==> config.mk <==
export PLATFORM = sky130hd
export DESIGN_NAME = rr_demux_sched_flat
export DESIGN_NICKNAME = d
export VERILOG_FILES = /design/src/rtl/rr_demux_sched_if.sv /design/src/rtl/rr_demux_sched.sv /design/src/flat_wrapper.sv
export SDC_FILE = /design/constraint.sdc
export NUM_CORES = 1
export LEC_CHECK = 0
export ABC_CLOCK_PERIOD_IN_PS = 5800
export BUFFER_PORTS_ARGS = -buffer_cell sky130_fd_sc_hd__buf_2
export CORE_MARGIN = 10
export CORE_UTILIZATION = 40
export DETAILED_ROUTE_END_ITERATION = 12
export GPL_ROUTABILITY_DRIVEN = 0
export GPL_TIMING_DRIVEN = 0
export SLEW_MARGIN = 0
export SYNTH_ARGS = -nofsm -noshare
export SYNTH_HDL_FRONTEND = slang
export SYNTH_SLANG_ARGS = --single-unit
==> constraint.sdc <==
create_clock -name clk -period 5.8 [get_ports clk]
set_clock_uncertainty 0.1 [all_clocks]
set_input_delay 0.29 -clock clk [delete_from_list [all_inputs] [get_ports clk]]
set_output_delay 0.29 -clock clk [all_outputs]
set_load 0.01 [all_outputs]
==> src/rtl/rr_demux_sched_if.sv <==
// Interface for the round-robin demux scheduler: request/enable/data inputs and
// the registered grant view plus the steered output bits.
interface rr_demux_sched_if;
    logic       i_en;
    logic [0:3] i_req;
    logic       i_in;
    logic [0:3] o_gnt;
    logic [0:1] o_sel;
    logic       o_busy;
    logic       o_preempt;
    logic [0:3] o_out;

    modport master (
        output i_en, i_req, i_in,
        input  o_gnt, o_sel, o_busy, o_preempt, o_out
    );

    modport slave (
        input  i_en, i_req, i_in,
        output o_gnt, o_sel, o_busy, o_preempt, o_out
    );
endinterface

==> src/rtl/rr_demux_sched.sv <==
// Round-robin owner of a shared 1-to-4 demux path: grants exclusive tenure,
// rotates on release or after MAX_HOLD cycles when others wait, steers i_in to the owner.
module rr_demux_sched #(
    parameter int MAX_HOLD = 8,
    parameter int CW       = 8
) (
    input  logic            clk,
    input  logic            rst,
    rr_demux_sched_if.slave bus
);

    typedef enum logic {S_IDLE, S_GRANT} state_t;

    localparam logic [CW-1:0] HOLD_LAST = (MAX_HOLD == 0) ? '0 : CW'(MAX_HOLD - 1);

    state_t        r_state;
    logic [0:3]    r_gnt;
    logic [0:1]    r_sel;
    logic          r_busy;
    logic          r_preempt;
    logic [1:0]    r_ptr;
    logic [CW-1:0] r_cnt;

    logic [0:3]    w_others;
    logic          w_timeout;
    logic          w_take;
    logic          w_to_idle;
    logic          w_preempt_edge;
    logic [1:0]    w_new_owner;
    logic [0:3]    w_new_gnt;
    logic [0:3]    w_out;

    // First set bit of mask, searching upward from start with wrap-around.
    function automatic logic [1:0] pick(input logic [0:3] mask, input logic [1:0] start);
        logic [1:0] idx;
        logic       found;
        pick  = start;
        found = 1'b0;
        for (int i = 0; i < 4; i++) begin
            idx = start + 2'(i);
            if (!found && mask[idx]) begin
                pick  = idx;
                found = 1'b1;
            end
        end
    endfunction

    // NOTE: every signal written here gets a default first so no latch is inferred.
    always_comb begin
        w_others         = bus.i_req;
        w_others[r_sel]  = 1'b0;
        w_timeout        = (MAX_HOLD != 0) && (r_cnt == HOLD_LAST) && (|w_others) && bus.i_en;
        w_take           = 1'b0;
        w_to_idle        = 1'b0;
        w_preempt_edge   = 1'b0;
        w_new_owner      = r_sel;
        case (r_state)
            S_IDLE: begin
                if (bus.i_en && (|bus.i_req)) begin
                    w_take      = 1'b1;
                    w_new_owner = pick(bus.i_req, r_ptr);
                end
            end
            S_GRANT: begin
                // The outgoing owner is masked out, so it never wins twice in a row.
                if (!bus.i_req[r_sel]) begin
                    if (bus.i_en && (|w_others)) begin
                        w_take      = 1'b1;
                        w_new_owner = pick(w_others, r_sel + 2'd1);
                    end else begin
                        w_to_idle = 1'b1;
                    end
                end else if (w_timeout) begin
                    w_take         = 1'b1;
                    w_preempt_edge = 1'b1;
                    w_new_owner    = pick(w_others, r_sel + 2'd1);
                end
            end
            default: ;
        endcase
        w_new_gnt              = '0;
        w_new_gnt[w_new_owner] = 1'b1;
    end

    // NOTE: state registers use non-blocking assignments so all update together at the edge.
    always_ff @(posedge clk or posedge rst) begin
        if (rst) begin
            r_state   <= S_IDLE;
            r_gnt     <= '0;
            r_sel     <= '0;
            r_busy    <= 1'b0;
            r_preempt <= 1'b0;
            r_ptr     <= '0;
            r_cnt     <= '0;
        end else begin
            r_preempt <= w_preempt_edge;
            if (w_take) begin
                r_state <= S_GRANT;
                r_gnt   <= w_new_gnt;
                r_sel   <= w_new_owner;
                r_busy  <= 1'b1;
                r_ptr   <= w_new_owner + 2'd1;
                r_cnt   <= '0;
            end else if (w_to_idle) begin
                r_state <= S_IDLE;
                r_gnt   <= '0;
                r_busy  <= 1'b0;
            end else if (r_state == S_GRANT && r_cnt != HOLD_LAST) begin
                r_cnt <= r_cnt + CW'(1);
            end
        end
    end

    always_comb begin
        w_out = '0;
        if (r_busy) begin
            w_out[r_sel] = bus.i_in;
        end
    end

    assign bus.o_gnt     = r_gnt;
    assign bus.o_sel     = r_sel;
    assign bus.o_busy    = r_busy;
    assign bus.o_preempt = r_preempt;
    assign bus.o_out     = w_out;

endmodule
==> src/flat_wrapper.sv <==
// flat-port wrapper written by rule: the top's interface ports become plain ports
module rr_demux_sched_flat 
#(
    parameter int MAX_HOLD = 8,
    parameter int CW       = 8
)
  (clk, rst, bus_i_en, bus_i_req, bus_i_in, bus_o_gnt, bus_o_sel, bus_o_busy, bus_o_preempt, bus_o_out);
  rr_demux_sched_if bus_i ();
  input  logic clk;
  input  logic rst;
  input wire logic [$bits(bus_i.i_en)-1:0] bus_i_en;
  input wire logic [$bits(bus_i.i_req)-1:0] bus_i_req;
  input wire logic [$bits(bus_i.i_in)-1:0] bus_i_in;
  output wire logic [$bits(bus_i.o_gnt)-1:0] bus_o_gnt;
  output wire logic [$bits(bus_i.o_sel)-1:0] bus_o_sel;
  output wire logic [$bits(bus_i.o_busy)-1:0] bus_o_busy;
  output wire logic [$bits(bus_i.o_preempt)-1:0] bus_o_preempt;
  output wire logic [$bits(bus_i.o_out)-1:0] bus_o_out;
  assign bus_i.i_en = bus_i_en;
  assign bus_i.i_req = bus_i_req;
  assign bus_i.i_in = bus_i_in;
  assign bus_o_gnt = bus_i.o_gnt;
  assign bus_o_sel = bus_i.o_sel;
  assign bus_o_busy = bus_i.o_busy;
  assign bus_o_preempt = bus_i.o_preempt;
  assign bus_o_out = bus_i.o_out;
  rr_demux_sched #(.MAX_HOLD(MAX_HOLD), .CW(CW)) u_core (.clk(clk), .rst(rst), .bus(bus_i));
endmodule
==> Word level (Yosys, flattened, before mapping) <==
Cells that the tools add are included.
{ "word_totals": {"ff_bits": 18, "latchBits": 0, "mem_bits_ro": 0, "word_cells": 169, "ram_bits": 0, "out_inout_bits": 12, "n_memories": 0, "inputBits": 8} }
{ "op_classes": {"n_shift": 0, "magnitude_cmp": 12, "muxes": 95, "bitwise_logic": 14, "n_mul": 0, "reduce_logical": 30, "addsub": 9, "eq_ne": 3, "n_div": 0} }
{ "op_table": {"columns": ["cell", "n"], "rows": [
  ["two-way mux 1 bit", 63],
  ["greater-or-equal comparator 3 bit (second input constant)", 10],
  ["NOT 2 -> 3 bit", 10],
  ["two-way mux 2 bit", 13],
  ["two-way mux 8 bit", 3],
  ["binary-select mux 1 bit (select 2 bit)", 9],
  ["logical AND 1 bit", 16],
  ["two-way mux 4 bit", 3],
  ["zero test 1 bit", 9],
  ["adder 2 x 1 -> 2 bit (second input constant)", 4],
  ["adder 2 bit (second input constant)", 4],
  ["adder 8 x 1 -> 8 bit (second input constant)", 1],
  ["bitwise AND 4 bit", 2],
  ["== test 8 x 3 -> 1 bit (second input constant)", 1],
  ["inequality test 8 x 3 -> 1 bit (second input constant)", 1],
  ["OR reduction 4 bit", 2],
  ["< comparator 3 x 1 -> 1 bit (second input constant)", 2],
  ["demux 1 bit (select 2 bit)", 2],
  ["NOT 4 bit", 1],
  ["one-hot mux 2 bit (2 select lines)", 1],
  ["nonzero test 2 bit", 2],
  ["inequality test 2 x 1 -> 1 bit (second input constant)", 1],
  ["one-hot mux 1 bit (2 select lines)", 1],
  ["AND reduction 2 bit", 1],
  ["NOT 1 bit", 1]
]} }

==> Longest topological paths before layout <==
{ "depth": {"depth_word": 38, "ltp_mapped": 10, "mapped_depth_nobuf": 9} }

==> Worst setup path after synthesis <==
No wires, ideal clock.
{ "synth_timing": {"path_type": "register to register", "startpoint": "reg u_core.r_sel (netlist bit u_core.bus.o_sel[0])", "endpoint": "reg u_core.r_ptr[1]", "arrival_ns": 2.348, "setup_time_ns": 0.128, "required_time_ns": 5.572, "path_slack_ns": 3.225, "path_buffers": 1, "path_stages_with_launch": 10, "period_less_slack_ns": 2.575, "path_cell_list": "dfrtp_1 inv_1 ha_1 nor2b_1 o41a_1 buf_6 o2111ai_1 a31oi_1 ha_1 mux2_1"} }
{ "synth_between": {"elab_chain_cells": 33, "elab_cells_between_ends": 86} }
{ "synth_lines": {"columns": ["element", "line_no", "source"], "rows": [
  ["start: declaration", "rr_demux_sched.sv:18", "logic [0:1] r_sel;"],
  ["start signal: assignment", "rr_demux_sched.sv:100", "r_sel <= w_new_owner;"],
  ["NOT 2 -> 3 bit (implied by the code)", "rr_demux_sched.sv:51, rr_demux_sched.sv:66", null],
  ["greater-or-equal comparator 3 bit (implied by the code) / < comparator 3 x 1 -> 1 bit (equally long branches)", "rr_demux_sched.sv:51", "w_others[r_sel] = 1'b0;"],
  ["logical AND 1 bit (implied by the code)", "rr_demux_sched.sv:51", null],
  ["two-way mux 1 bit (implied by the code)", "rr_demux_sched.sv:51", null],
  ["demux 1 bit (select 2 bit)", "rr_demux_sched.sv:51", null],
  ["NOT 4 bit (no source line)", null, null],
  ["bitwise AND 4 bit (no source line)", null, null],
  ["binary-select mux 1 bit (select 2 bit)", "rr_demux_sched.sv:41", "if (!found && mask[idx]) begin"],
  ["(+18 left out)", null, null],
  ["zero test 1 bit", "rr_demux_sched.sv:41", null],
  ["logical AND 1 bit", "rr_demux_sched.sv:41", null],
  ["two-way mux 2 bit", "rr_demux_sched.sv:41", null],
  ["two-way mux 2 bit (on tied branches)", "rr_demux_sched.sv:67, rr_demux_sched.sv:73", null],
  ["two-way mux 2 bit", "rr_demux_sched.sv:66", "if (!bus.i_req[r_sel]) begin"],
  ["one-hot mux 2 bit (2 select lines) (*)", "rr_demux_sched.sv:57", "case (r_state)"],
  ["via u_core.w_new_owner[1]", "rr_demux_sched.sv:29", "logic [1:0] w_new_owner;"],
  ["adder 2 x 1 -> 2 bit (*)", "rr_demux_sched.sv:102", "r_ptr <= w_new_owner + 2'd1;"],
  ["end signal: assignment", "rr_demux_sched.sv:102", null],
  ["end: declaration", "rr_demux_sched.sv:21", "logic [1:0] r_ptr;"]
]} }
Mark *: on every way through the listed nets, which the timed path passes. The rest lies on a longest branch. The select of a mux whose other input is x is not followed.
A chain may end at the register's enable or synchronous reset.

==> Final worst setup path <==
{ "layout_timing": {"startpoint": "reg u_core.r_sel (netlist bit u_core.bus.o_sel[1])", "endpoint": "reg u_core.r_ptr[1]"} }
{ "layout_between": {"elab_chain_cells": 33, "elab_cells_between_ends": 86} }
{ "layout_lines": {"columns": ["element", "line_no"], "rows": [
  ["NOT 2 -> 3 bit (implied by the code)", "rr_demux_sched.sv:51, rr_demux_sched.sv:66"],
  ["greater-or-equal comparator 3 bit (implied by the code) / < comparator 3 x 1 -> 1 bit (equally long branches)", "rr_demux_sched.sv:51"],
  ["logical AND 1 bit (implied by the code)", "rr_demux_sched.sv:51"],
  ["two-way mux 1 bit (implied by the code)", "rr_demux_sched.sv:51"],
  ["demux 1 bit (select 2 bit)", "rr_demux_sched.sv:51"],
  ["NOT 4 bit (no source line)", null],
  ["bitwise AND 4 bit (no source line)", null],
  ["binary-select mux 1 bit (select 2 bit)", "rr_demux_sched.sv:41"],
  ["(+18 left out)", null],
  ["zero test 1 bit", "rr_demux_sched.sv:41"],
  ["logical AND 1 bit", "rr_demux_sched.sv:41"],
  ["two-way mux 2 bit", "rr_demux_sched.sv:41"],
  ["two-way mux 2 bit (on tied branches)", "rr_demux_sched.sv:67, rr_demux_sched.sv:73"],
  ["two-way mux 2 bit (*)", "rr_demux_sched.sv:66"],
  ["one-hot mux 2 bit (2 select lines) (*)", "rr_demux_sched.sv:57"],
  ["via u_core.w_new_owner[1]", "rr_demux_sched.sv:29"],
  ["adder 2 x 1 -> 2 bit (*)", "rr_demux_sched.sv:102"]
]} }
Marks and branches as above.

==> results.py <==
metrics = {
    "worst_setup_path": {
        "r2r_end": "u_core.r_ptr[1]$_DFFE_PP0N_",
        "ff2ff_setup_slack_ns": 2.87,
        "arrival_ns": 3.02,
        "crit_path_start_kind": "register",
        "cp-end-kind": "register",
        "critPathKind": "register to register",
        "critical_path_required_ns": 5.89,
        "cp_max_fo": 10,
        "reg2reg_depth": 9,
        "crit_start": "u_core.bus.o_sel[1]$_DFFE_PP0N_",
        "r2r_start": "u_core.bus.o_sel[1]$_DFFE_PP0N_",
    },
    "status": {
        "status": "finished, violations left",
        "violations": "hold timing",
    },
    "finish": {
        "final_cells": 209,
        "utilization_pct": 46.64,
        "layout-drive-gt1-share_pct": 22.09,
        "syn2layout_area_growth_pct": 13.94,
        "final_area_mm2": 0.001544,
        "antenna_cells": 0,
        "fin_nets": 181,
    },
    "sta": {
        "hold_violations": 4,
        "min_period_ns": 2.930,
        "slew_headroom_pct": 50.77,
        "finalWorstSetupSlack_ns": 2.870,
        "tns_ns": 0,
        "worst_pin_slew_ns": 0.7376,
        "slew_viol_final": 0,
        "setup_viol": 0,
        "whs_ns": -0.001081,
        "period_share_pct": 50.52,
        "rsz0062_at_grt": "false",
        "fmax_mhz": 341.2,
    },
    "die": {
        "dieArea_mm2": 0.006116,
        "fp.dieH_um": 78.21,
        "dieWidth_um": 78.21,
        "fp.coreArea_mm2": 0.003311,
        "io_pins": 20,
        "row_count": 21,
        "start_util_pct": 40.93,
    },
    "synth": {
        "synth_top_area_share_pct": 33.24,
        "synth-seq-area-share_pct": 33.24,
        "synth_most_common_cell": "dfrtp_1",
        "syn-num-nets": 157,
        "synthFlopType": "dfrtp_1",
        "synth_edf_count": 0,
        "yosys_warnings": 0,
        "avgSynthCellArea_um2": 9.679,
        "synth_area_leaders": "dfrtp_1, ha_1, xor2_1, nor2_1, a22o_1",
        "syn_area_mm2": 0.001355,
        "yosysTopAreaCell": "dfrtp_1",
        "async_flop_share_pct": 100.0,
        "synthCells": 140,
        "ys_top_cells_by_count": "dfrtp_1, nor2_1, ha_1",
        "ys_ff_latch": 18,
        "synth.distinct_cells": 49,
    },
    "clock_tree": {
        "cts_resized": 0,
        "cts_buffers": 3,
        "cts_tree": "yes",
        "post_cts_buffers": 0,
        "hold_buffers": 0,
        "path_clk_slew_ns": 0.11,
        "clkLatencyLatePin_ns": 0.30,
        "cts_sinks": 18,
        "cts_root_buf": "clkbuf_4",
        "htreeDepth": 1,
        "clk_path_buf_depth": 2,
    },
    "global_routing": {
        "antenna_found_initial": 0,
        "grt.total_usage_pct": 10.47,
        "grt_pass1_vias": 1187,
        "grt_max_degree": 19,
        "grt_overflow": 0,
        "grt_pass1_wl_um": 5430,
    },
    "routing": {
        "vias": 1144,
        "drt_wl_total_um": 3197,
        "vias_per_cell": 5.474,
        "drc": 0,
        "drt_iter0_drc": 51,
        "wl_per_cell_um": 15.30,
        "ant_nets": 0,
        "dr.pass1.iters": 4,
    },
    "pwr": {
        "seq_power_share_pct": 28.8,
        "ir_worst_vdd_mv": 0.2302,
        "p_int_uw": 382.3,
        "power-per-cell-area_mw_per_mm2": 459.9,
        "pwr-share-clk_pct": 11.1,
        "total_leakage_power_nw": 0.7178,
        "p_comb_share_pct": 60.1,
        "power.total_uw": 710.2,
        "swShare_pct": 46.17,
        "p_switching_uw": 327.9,
    },
    "flow_run": {
        "maxCapViolCount": 0,
    },
    "placed_design": {
        "placed_cells": 205,
        "pre_cts_ws_ns": 2.912,
        "hpwl_um": 2459,
        "postPlaceCellArea_mm2": 0.001508,
        "place.port_buffers": 19,
    },
    "hold_path": {
        "min_path_type": "input port to asynchronous set/reset pin",
    },
}
==> how the worst max path moves through the flow <==
stage / end / slack (ns) / depth (start not counted)
after floorplan: u_core.r_ptr[1]$_DFFE_PP0N_ / 3.22 / 9
final: u_core.r_ptr[1]$_DFFE_PP0N_ / 2.87 / 9
after global routing: u_core.r_ptr[1]$_DFFE_PP0N_ / 2.67 / 9
after global placement: u_core.r_ptr[1]$_DFFE_PP0N_ / 2.95 / 9
after CTS: u_core.r_ptr[1]$_DFFE_PP0N_ / 2.89 / 9
after detailed placement: u_core.r_ptr[1]$_DFFE_PP0N_ / 2.91 / 9
==> layout make-up <==
cell class	count	area, um^2
fill	342	1767
multi-input combinational	111	848.3
sequential	18	450.4
timing repair buffer	19	95.09
tap	46	57.56
clock buffer	4	36.28
buffer	4	30.03
inverter	7	26.28
==> routing by layer <==
layer	share of wire (%)	vias to the layer above	track usage, %
met4	0.66	0	1.075
met1	47	558	12.68
met3	3.2	4	3.417
li1	-	572	-
met5	0	-	0
met2	49	10	18.17
==> critical path, cell delays in order (launching register included) <==
cell,delay (ns)
dfrtp_1,0.54
inv_1,0.14
ha_1,0.25
nor2b_1,0.28
o41a_1,0.29
buf_6,0.19
o2111ai_1,0.20
a31oi_1,0.28
ha_1,0.27
mux2_1,0.28
==> kinds of logic (layout without fill, tap and decap cells) <==
kind of cell             count (synthesis)  after routing  share of synthesized area (%)
AND/OR/NAND/NOR                         50             50                          21.33
AO/OA/AOI/OAI                           42             42                          25.11
flip-flops                              18             18                          33.24
buffers and inverters                   11             34                          4.155
adder cells (fa/ha/maj)                  9              9                          8.310
XOR/XNOR                                 6              6                          3.878
multiplexers                             4              4                          3.970
==> placed cells by master, fill, tap and decap left out, types with 2 or more instances in the layout <==
| master | count |
|---|---|
| dfrtp_1 | 18 |
| inv_1 | 7 |
| nand3_1 | 2 |
| a21oi_1 | 5 |
| nand3b_1 | 2 |
| or2_1 | 2 |
| mux2i_1 | 2 |
| nor3_1 | 2 |
| clkbuf_4 | 3 |
| nor2_1 | 12 |
| buf_6 | 2 |
| a22o_1 | 5 |
| o21a_1 | 2 |
| o211ai_1 | 3 |
| nand2b_1 | 3 |
| and3_1 | 5 |
| o21ai_0 | 6 |
| o22ai_1 | 2 |
| ha_1 | 9 |
| a31oi_1 | 2 |
| nand4_1 | 2 |
| nor2b_1 | 5 |
| o2111ai_1 | 4 |
| nand2_1 | 6 |
| xor2_1 | 6 |
| buf_2 | 19 |
| a211o_1 | 2 |
==> power groups by stage <==
stage	registers (mW)	logic [mW]	clock network, mW
2_1_floorplan	0.205	0.314	0
3_3_place_gp	0.205	0.419	0
3_5_place_dp	0.207	0.426	0
4_1_cts	0.205	0.428	0.0817
5_1_grt	0.211	0.477	0.0882
6_report	0.204	0.427	0.0789
==> sequential cells by signal (all words and copies together), names as in the netlist <==
register and flops:
u_core.r_state 1, u_core.bus.o_gnt 4, u_core.r_ptr 2, u_core.bus.o_sel 2, u_core.bus.o_preempt 1, u_core.r_cnt 8
No activity file was read; power rests on OpenSTA's default activity.
